<file path="src/rtl/serial_rx_fifo_if.sv">
// Bundle of the write-strobe, pop handshake and status signals of serial_rx_fifo.
// The master side is the environment (UART receiver plus consumer); the FIFO
// itself connects through the slave modport.
interface serial_rx_fifo_if #(
  parameter int DEPTH_LOG2 = 4
);
  logic                  i_wr;
  logic [7:0]            i_data;
  logic                  i_rd;
  logic                  i_clr_ovf;
  logic                  o_valid;
  logic [7:0]            o_data;
  logic [DEPTH_LOG2:0]   o_count;
  logic                  o_full;
  logic                  o_afull;
  logic                  o_overflow;

  modport master (
    output i_wr, i_data, i_rd, i_clr_ovf,
    input  o_valid, o_data, o_count, o_full, o_afull, o_overflow
  );

  modport slave (
    input  i_wr, i_data, i_rd, i_clr_ovf,
    output o_valid, o_data, o_count, o_full, o_afull, o_overflow
  );
endinterface

</file>
<file path="src/rtl/serial_rx_fifo.sv">
// Receive-side byte FIFO sitting directly behind serial_rx.
// The UART receiver cannot be stalled, so a write into a full FIFO is dropped
// (unless a pop frees the slot in the same cycle) and a sticky overflow flag
// records the loss. The head byte is presented first-word-fall-through.
module serial_rx_fifo #(
  parameter int DEPTH_LOG2 = 4,
  parameter int AFULL_LVL  = 12
) (
  input logic             i_clk,
  input logic             i_rst,
  serial_rx_fifo_if.slave bus
);

  localparam int PW    = DEPTH_LOG2 + 1;
  localparam int DEPTH = 1 << DEPTH_LOG2;

  localparam logic [PW-1:0] PTR_ONE  = PW'(1);
  localparam logic [PW-1:0] DEPTH_C  = PW'(DEPTH);
  localparam logic [PW-1:0] AFULL_C  = PW'(AFULL_LVL);

  logic [7:0]            mem [DEPTH];
  logic [PW-1:0]         wr_ptr;
  logic [PW-1:0]         rd_ptr;
  logic [PW-1:0]         count;
  logic                  full;
  logic                  empty;
  logic                  do_wr;
  logic                  do_rd;
  logic                  drop;
  logic                  overflow;

  // Occupancy is the modular pointer difference; the extra MSB separates full from empty.
  assign count = wr_ptr - rd_ptr;
  assign full  = (count == DEPTH_C);
  assign empty = (count == '0);

  // A full FIFO can still take a write when the same cycle pops the head.
  assign do_rd = bus.i_rd && !empty;
  assign do_wr = bus.i_wr && (!full || bus.i_rd);
  assign drop  = bus.i_wr && full && !bus.i_rd;

  // Pointer update; reset discards all stored bytes and any concurrent strobe.
  always_ff @(posedge i_clk) begin
    if (i_rst) begin
      wr_ptr <= '0;
      rd_ptr <= '0;
    end else begin
      if (do_wr) wr_ptr <= wr_ptr + PTR_ONE;
      if (do_rd) rd_ptr <= rd_ptr + PTR_ONE;
    end
  end

  // Storage array; not cleared on reset, only written on an accepted byte.
  always_ff @(posedge i_clk) begin
    if (!i_rst && do_wr) mem[wr_ptr[DEPTH_LOG2-1:0]] <= bus.i_data;
  end

  // Sticky loss flag; a drop in the same cycle as a clear keeps it set.
  always_ff @(posedge i_clk) begin
    if (i_rst)              overflow <= 1'b0;
    else if (drop)          overflow <= 1'b1;
    else if (bus.i_clr_ovf) overflow <= 1'b0;
  end

  assign bus.o_valid    = !empty;
  assign bus.o_data     = mem[rd_ptr[DEPTH_LOG2-1:0]];
  assign bus.o_count    = count;
  assign bus.o_full     = full;
  assign bus.o_afull    = (count >= AFULL_C);
  assign bus.o_overflow = overflow;

endmodule

</file>
<file path="src/flat_wrapper.sv">
// flat-port wrapper written by rule: the top's interface ports become plain ports
module serial_rx_fifo_flat 
#(
  parameter int DEPTH_LOG2 = 4,
  parameter int AFULL_LVL  = 12
)
  (i_clk, i_rst, bus_i_wr, bus_i_data, bus_i_rd, bus_i_clr_ovf, bus_o_valid, bus_o_data, bus_o_count, bus_o_full, bus_o_afull, bus_o_overflow);
  serial_rx_fifo_if #(.DEPTH_LOG2(DEPTH_LOG2)) bus_i ();
  input logic i_clk;
  input logic i_rst;
  input wire logic [$bits(bus_i.i_wr)-1:0] bus_i_wr;
  input wire logic [$bits(bus_i.i_data)-1:0] bus_i_data;
  input wire logic [$bits(bus_i.i_rd)-1:0] bus_i_rd;
  input wire logic [$bits(bus_i.i_clr_ovf)-1:0] bus_i_clr_ovf;
  output wire logic [$bits(bus_i.o_valid)-1:0] bus_o_valid;
  output wire logic [$bits(bus_i.o_data)-1:0] bus_o_data;
  output wire logic [$bits(bus_i.o_count)-1:0] bus_o_count;
  output wire logic [$bits(bus_i.o_full)-1:0] bus_o_full;
  output wire logic [$bits(bus_i.o_afull)-1:0] bus_o_afull;
  output wire logic [$bits(bus_i.o_overflow)-1:0] bus_o_overflow;
  assign bus_i.i_wr = bus_i_wr;
  assign bus_i.i_data = bus_i_data;
  assign bus_i.i_rd = bus_i_rd;
  assign bus_i.i_clr_ovf = bus_i_clr_ovf;
  assign bus_o_valid = bus_i.o_valid;
  assign bus_o_data = bus_i.o_data;
  assign bus_o_count = bus_i.o_count;
  assign bus_o_full = bus_i.o_full;
  assign bus_o_afull = bus_i.o_afull;
  assign bus_o_overflow = bus_i.o_overflow;
  serial_rx_fifo #(.DEPTH_LOG2(DEPTH_LOG2), .AFULL_LVL(AFULL_LVL)) u_core (.i_clk(i_clk), .i_rst(i_rst), .bus(bus_i));
endmodule
</file>
<file path="config.mk">
export PLATFORM = sky130hd
export DESIGN_NAME = serial_rx_fifo_flat
export DESIGN_NICKNAME = d
export VERILOG_FILES = /design/src/rtl/serial_rx_fifo_if.sv /design/src/rtl/serial_rx_fifo.sv /design/src/flat_wrapper.sv
export SDC_FILE = /design/constraint.sdc
export NUM_CORES = 1
export LEC_CHECK = 0
export CAP_MARGIN = 20
export CELL_PAD_IN_SITES_DETAIL_PLACEMENT = 1
export CELL_PAD_IN_SITES_GLOBAL_PLACEMENT = 2
export CORE_UTILIZATION = 50
export DETAILED_ROUTE_END_ITERATION = 16
export PLACE_DENSITY_LB_ADDON = 0.1
export REMOVE_ABC_BUFFERS = 1
export SETUP_SLACK_MARGIN = 0.2
export SYNTH_ARGS = -nofsm -noshare
export SYNTH_HDL_FRONTEND = slang
export SYNTH_SLANG_ARGS = --single-unit
export TNS_END_PERCENT = 1
</file>
<file path="constraint.sdc">
create_clock -name i_clk -period 6.23 [get_ports i_clk]
set_input_delay 1.246 -clock i_clk [delete_from_list [all_inputs] [get_ports i_clk]]
set_output_delay 1.246 -clock i_clk [all_outputs]
set_load 0.02 [all_outputs]
</file>
==> metrics.md <==
| Metric | Value |
|---|---|
| Clock Skew | `between 7 and 8 ps` |
| H-tree depth | `4` |
| Synth-to-Final Area Change | `18.96%` |
| Largest net degree at the start of global routing | `24` |
| Antenna violations before repair | `0` |
| Slew at the pin closest to its max-slew limit | `around 1000 ps` |
| Setup TNS | `0 ps` |
| Mapped Cells | `302` |
| Final period util | `about 73%` |
| FF+latch area | `4145 um^2` |
| Most used DFF post-synth | `edfxtp_1` |
| R2R Path End | `u_core.mem[12][4]$_DFFE_PP_` |
| Critical path arrival | `between 3000 and 4000 ps` |
| Yosys warning total | `0` |
| Clock power share | `35.7%` |
| Seq/Total Area, Yosys | `71.20%` |
| Crit-path slowest cell | `clkdlybuf4s50_1` |
| RSZ-0062 raised after global routing | `no` |
| Clk slew on worst S/H paths | `about 60 ps` |
| Crit path time final | `between 4000 and 5000 ps` |
| PostCTS Resize Cnt | `0` |
| DIE AREA | `12080 um^2` |
| Max stage delay on crit path | `between 500 and 600 ps` |
| Worst R2R Start | `u_core.wr_ptr[0]$_SDFFE_PP0P_` |
| Worst-path cell chain | `inv_1 > ha_1 > inv_1 > fa_1 > nand3b_1 > a211o_1 > a2bb2oi_1 > inv_1 > clkdlybuf4s50_1` |
| Max-slew violation count | `0` |
| Hold crit path type | `reg2reg` |
| Worst-path fanout max | `11` |
| Critical path class | `reg2out` |
| Multi-input combinational cell area | `1629 um^2` |
| WHS Endpoint | `u_core.bus.o_overflow$_SDFFE_PP0P_` |
| Fin. Hold Viols | `0` |
| Hold Buf Count CTS | `0` |
| VDD IR max | `between 0.0002 and 0.0003 V` |
| Min-Delay Path Depth | `2` |
| Final setup fails | `0` |
| Switching Fraction | `a little over a quarter` |
| Non-filler cells, final | `503` |
| Commonest cells after routing, fill and taps aside | `edfxtp_1 (128), mux4_2 (40), clkdlybuf4s50_1 (29)` |
| Final wirelength | `approximately 12000 um` |
| Core area | `~11000 um^2` |
| Dominant cells by area after synthesis | `edfxtp_1 (66%), mux4_2 (15%), dfxtp_1 (5.2%), ha_1 (1.9%), nor3_1 (1.0%)` |
| Combinational power share | `between 20% and 30%` |
| Port bufs | `29` |
| Maximum clock insertion buffer count | `2` |
| Crit path required time | `4980 ps` |
| DR vias/cell | `slightly below 6` |
| DR iter-0 viols | `just under 200` |
| Drt first pass iters | `5` |
| Int Pwr | `1.960 mW` |
| DRC violations left | `0` |
| Top Ports | `30` |
| Nets | `370` |
| Start point of the worst hold path | `u_core.bus.o_overflow$_SDFFE_PP0P_` |
| CTS tree | `yes` |
| Clock latency on the worst-skew pair | `420 ps` |
| #FFs+latches synth | `roughly 140` |
| Fraction of layout cells with a size suffix above 1 | `26.94%` |
| Mapped Avg Cell Area | `19.27 um^2` |
| Commonest non-fill, non-tap cell in the layout | `edfxtp_1` |
| Filler cell count | `994` |
| Num rows | `39` |
| Reg2reg setup slack | `about 2800 ps` |
| Flop pwr share | `42.3%` |
| Root Buffer | `clkbuf_16` |
| Reg2Reg Depth | `10` |
| Status | `finished clean` |
| Inst Count DP | `471` |
| Routed vias | `2929` |
| Die height | `about 110 um` |
| Avg WL per Cell | `approximately 24 um` |
| PD cells | `383.6 nW/um^2` |
| Global route total overflow | `0` |
| Die X | `roughly 110 um` |
| Pleak | `2.200 nW` |
| Yosys cell types | `37` |
| CP endpoint kind | `output pin` |
| Starting density of the core | `a little over 50%` |
| GP Congestion | `0.7651` |
| Crit start category | `flip-flop` |
| Top cell type by total area after synthesis | `edfxtp_1` |
| Post-synth EDFFs | `128` |
| Cell Area, Synth | `approximately 5800 um^2` |
| Share of flip-flops with an asynchronous set or reset | `0%` |
| Post-synth top area share | `66.04%` |
| First-pass GRT wire length | `between 15000 and 20000 um` |
| Fmax | `0.2206 GHz` |
| Hpwl dp | `~7800 um` |
| Relative max-transition margin | `just over 30%` |
| Total track usage | `a little under a quarter` |
| Ant diodes | `0` |
| Post-CTS setup buffer count | `0` |
| CTS sink cnt | `between 100 and 150` |
| Max_cap viols | `0` |
| NetSw | `696.0 uW` |
| Final antenna-violating net count | `0` |
| Via count of the first global-routing pass | `between 3000 and 4000` |
| CP dominant cell by count | `inv_1` |
| CTS Buf Count | `17` |
-- worst max path at each step --
stage                                        startpoint            end  slack (ps)  depth (start not counted)
after global routing      u_core.wr_ptr[0]$_SDFFE_PP0P_    bus_o_valid        1450                          9
final                     u_core.wr_ptr[0]$_SDFFE_PP0P_    bus_o_valid        1700                          9
after detailed placement                      flip-flop  bus_o_data[5]        2120                          4
after global placement                        flip-flop  bus_o_data[7]        2170                          4
after floorplan                               flip-flop  bus_o_data[0]        2350                          2
after CTS                 u_core.wr_ptr[0]$_SDFFE_PP0P_    bus_o_valid        1670                          9
-- routing by layer --
| metal | up-vias | track usage, % | share of wire, % |
|---|---|---|---|
| li1 | 1329 | - | - |
| met1 | 1525 | 28.54 | 42 |
| met2 | 60 | 36.92 | 52 |
| met3 | 15 | 6.698 | 4.1 |
| met4 | 0 | 8.381 | 1.6 |
| met5 | - | 0 | 0 |
-- worst max-delay path, delay by kind of cell, from the launching register on --
family | cells | cell delay [ps]
buffers and inverters | 4 | 820
AOI/OAI and AO/OA | 2 | 810
adders and majority gates | 2 | 650
DFF | 1 | 410
and+or+nand+nor | 1 | 180
-- power groups by stage --
stage	Clock [mW]	Combinational, mW	Sequential, mW
floorplan	0	0.372	1.15
global placement	0	0.580	1.14
detailed placement	0	0.590	1.15
CTS	0.964	0.593	1.13
global route	1.01	0.626	1.13
finish	0.948	0.584	1.12
-- Yosys cell counts (4+ instances only) --
cell and number:
ha_1 9, nand2b_1 8, edfxtp_1 128, dfxtp_1 15, nor4_1 4, mux2_2 4
buf_1 4, o21ai_0 5, or3_1 4, clkbuf_1 6, nor2_1 7, nor3_1 12
inv_1 10, a21oi_1 11, nand2_1 4, mux4_2 40
-- through the flow --
step | utilization, % | total power [mW] | worst slack (ps) | cell area, um^2 | hold WS, ps
floorplan | - | 1.519 | 2352 | 5756 | 463.7
global placement | 56.04 | 1.725 | 2166 | 6371 | 469.7
detailed placement | 56.04 | 1.738 | 2120 | 6371 | 476.8
CTS | 60.90 | 2.684 | 1667 | 6924 | 491.8
global route | 60.90 | 2.766 | 1454 | 6924 | 545.4
finish | 60.90 | 2.656 | 1697 | 6924 | 484.3
-- registers in the layout, summed over array words and instances (netlist names), named ones only --
| signal | cells |
|---|---|
| u_core.bus.o_overflow | 1 |
| u_core.mem | 128 |
| u_core.rd_ptr | 5 |
| u_core.wr_ptr | 5 |
-- layout make-up --
| type | instances | area share, % |
|---|---|---|
| Inverter | 10 | 0.5421 |
| Clock inverter | 14 | 1.789 |
| Sequential cell | 143 | 59.87 |
| Multi-Input combinational cell | 134 | 23.53 |
| Clock buffer | 18 | 6.198 |
| Tap cell | 143 | 2.584 |
| Timing Repair Buffer | 41 | 5.493 |
-- logic make-up after synthesis --
logic type	share of synthesized area [%]
flops	71.20
simple gates	4.966
mux	16.42
buf+inv	1.763
compound gates	2.924
fa+ha+maj	2.279
xor+xnor	0.4515
Note: power is estimated with default switching activity, not from simulation.
==> variant, RTL diff (config.mk and constraints unchanged) <==
`DEPTH_LOG2` is set to 4 in 3 places; all go to 5.
--- a/src/rtl/serial_rx_fifo_if.sv
+++ b/src/rtl/serial_rx_fifo_if.sv
@@ -2,7 +2,7 @@
 // The master side is the environment (UART receiver plus consumer); the FIFO
 // itself connects through the slave modport.
 interface serial_rx_fifo_if #(
-  parameter int DEPTH_LOG2 = 4
+  parameter int DEPTH_LOG2 = 5
 );
   logic                  i_wr;
   logic [7:0]            i_data;
--- a/src/rtl/serial_rx_fifo.sv
+++ b/src/rtl/serial_rx_fifo.sv
@@ -3,7 +3,7 @@
 // (unless a pop frees the slot in the same cycle) and a sticky overflow flag
 // records the loss. The head byte is presented first-word-fall-through.
 module serial_rx_fifo #(
-  parameter int DEPTH_LOG2 = 4,
+  parameter int DEPTH_LOG2 = 5,
   parameter int AFULL_LVL  = 12
 ) (
   input logic             i_clk,
--- a/src/flat_wrapper.sv
+++ b/src/flat_wrapper.sv
@@ -1,7 +1,7 @@
 // flat-port wrapper written by rule: the top's interface ports become plain ports
 module serial_rx_fifo_flat 
 #(
-  parameter int DEPTH_LOG2 = 4,
+  parameter int DEPTH_LOG2 = 5,
   parameter int AFULL_LVL  = 12
 )
   (i_clk, i_rst, bus_i_wr, bus_i_data, bus_i_rd, bus_i_clr_ovf, bus_o_valid, bus_o_data, bus_o_count, bus_o_full, bus_o_afull, bus_o_overflow);
Ports: changed (resized bus_o_count); port bits go from 30 to 31. The function was not compared with the original's and may differ.
==> variant against the unedited design <==
- sequential cell count grew 131
- maximum frequency shrank 9.3%
- sequential power grew 92%
- global-route usage grew 0.58 points
- die area grew 88%
- clock skew grew 0.0027 ns
- area after synthesis grew 90%
- critical path depth shrank 4
- total power grew 85%
- largest cell class unchanged
- worst setup slack lost 0.46 ns
- wire length grew 100%
- final area grew 87%
- core utilization shrank 1.3 points
==> variant: results (changes against the unedited design) <==
STA
  – Slew at the pin closest to its max-slew limit: 1.00 ns (-0.0385 ns)
  – Worst Clk Skew: 0.00998 ns (+0.00273 ns)
  – Worst-case hold slack: 0.478 ns (-0.00636 ns)

Logic synthesis
  – Adder-Cell Fraction of Synth Area: 0.0131 (-0.00964)
  – Number of enable flip-flop cells after synthesis: 256 (+100%)
  – Sequential fraction of the synthesis area: 0.729 (+0.0168)
  – Synth top area cells: edfxtp_1 70%, mux4_2 16%, dfxtp_1 3.3%
  – Top cells by count, synth: 256 x edfxtp_1, 80 x mux4_2, 34 x nor3_1
  – Compound-gate portion of the synthesized area: 0.0193 (-0.00997)

Routing
  – Drt wl/cell: 27.0 µm (+11%)
  – Met1 wire length: 10600 µm (+100%)
  – Vias/cell: 5.90 (+1.3%)
  – DRT iter0 DRCs: 417 (+110%)
  – Wire length on met2: 12500 µm (+97%)

Global route
  – First-pass GRT wire length: 37200 µm (+110%)
  – Largest net degree at the start of global routing: 46 (+92%)

Worst setup path
  – CP max-delay cell: dfxtp_4
  – Crit path DAT: 3.75 ns (+0.46 ns)
  – Slowest stage delay, CP: 0.96 ns (+0.41 ns)

Clock tree
  – Latest clock arrival within the worst-skew pair: 0.53 ns (+0.11 ns)
  – Max Buffers Root-to-Sink: 3 (+1)

Power and ir drop
  – Leak: 4.05 nW (+84%)
  – Peak VDD IR: 0.277 mV (-0.49%)

Placed design
  – RePlAce Congestion: 0.782 (+2.3%)
  – Number of port buffers: 30 (+3.4%)
  – Post-DP HPWL: 15900 µm (+110%)

Finish
  – Area Growth Syn to Fin: 17.4%
  – # fillers: 1844 (+86%)

Run status
  – Status: complete, no violations
## variant: metrics by stage
stage	setup WS, ns	area (µm²)	std cells
2_1_floorplan	0.828	10900	509
3_5_place_dp	1.65	11900	853
5_1_grt	0.941	13000	912
3_3_place_gp	1.70	11800	849
4_1_cts	1.08	12800	905
6_report	1.23	13000	913
## variant: layout make-up
class                      instances  area [µm²]  area share
multi-input combinational        224        2850       0.220
tap                              280         350      0.0270
antenna                            1        2.50    0.000193
clock inverter                    14         141      0.0109
timing repair buffer              71         763      0.0589
sequential                       274        8050       0.621
inverter                          11        41.3     0.00319
clock buffer                      38         759      0.0586
## variant: metal layers
metal,vias up,global-route usage
met5,-,0
met4,0,0.0520
met2,120,0.381
met1,2846,0.332
met3,33,0.0300
li1,2384,-
## variant: logic make-up (layout without fill, tap and decap cells)
kind of cell	after synthesis	count (layout)
DFF	274	274
muxes	93	93
and+or+nand+nor	89	89
buffers and inverters	37	134
AOI/OAI and AO/OA	26	26
adders and majority gates	11	11
xor gates and xnor gates	5	5
other	0	1
## variant: how the worst max path moves through the flow
stage / start / end / cells past startpoint
after floorplan: flop / bus_o_data[0] / 3
after global placement: flop / bus_o_data[6] / 5
after detailed placement: flop / bus_o_data[6] / 5
after CTS: flop / bus_o_data[6] / 5
after global routing: flop / bus_o_data[6] / 5
final: flop / bus_o_data[6] / 5
## variant: worst reg2reg max path, delay by kind of cell, from the launching register on
kind / cells / cell delay, ns
flip-flops: 1 / 0.43
buffers and inverters: 2 / 0.38
XOR/XNOR: 1 / 0.32
multiplexers: 1 / 0.39
AND/OR/NAND/NOR: 3 / 1.09
AO/OA/AOI/OAI: 1 / 0.14
adder cells (fa/ha/maj): 2 / 0.63
## variant: power by group
group	internal, mW	switching (mW)	leakage (nW)	total (mW)
Sequential	2.04	0.113	2.45	2.15
Clock	0.974	0.659	0.429	1.63
Combinational	0.595	0.538	1.17	1.13
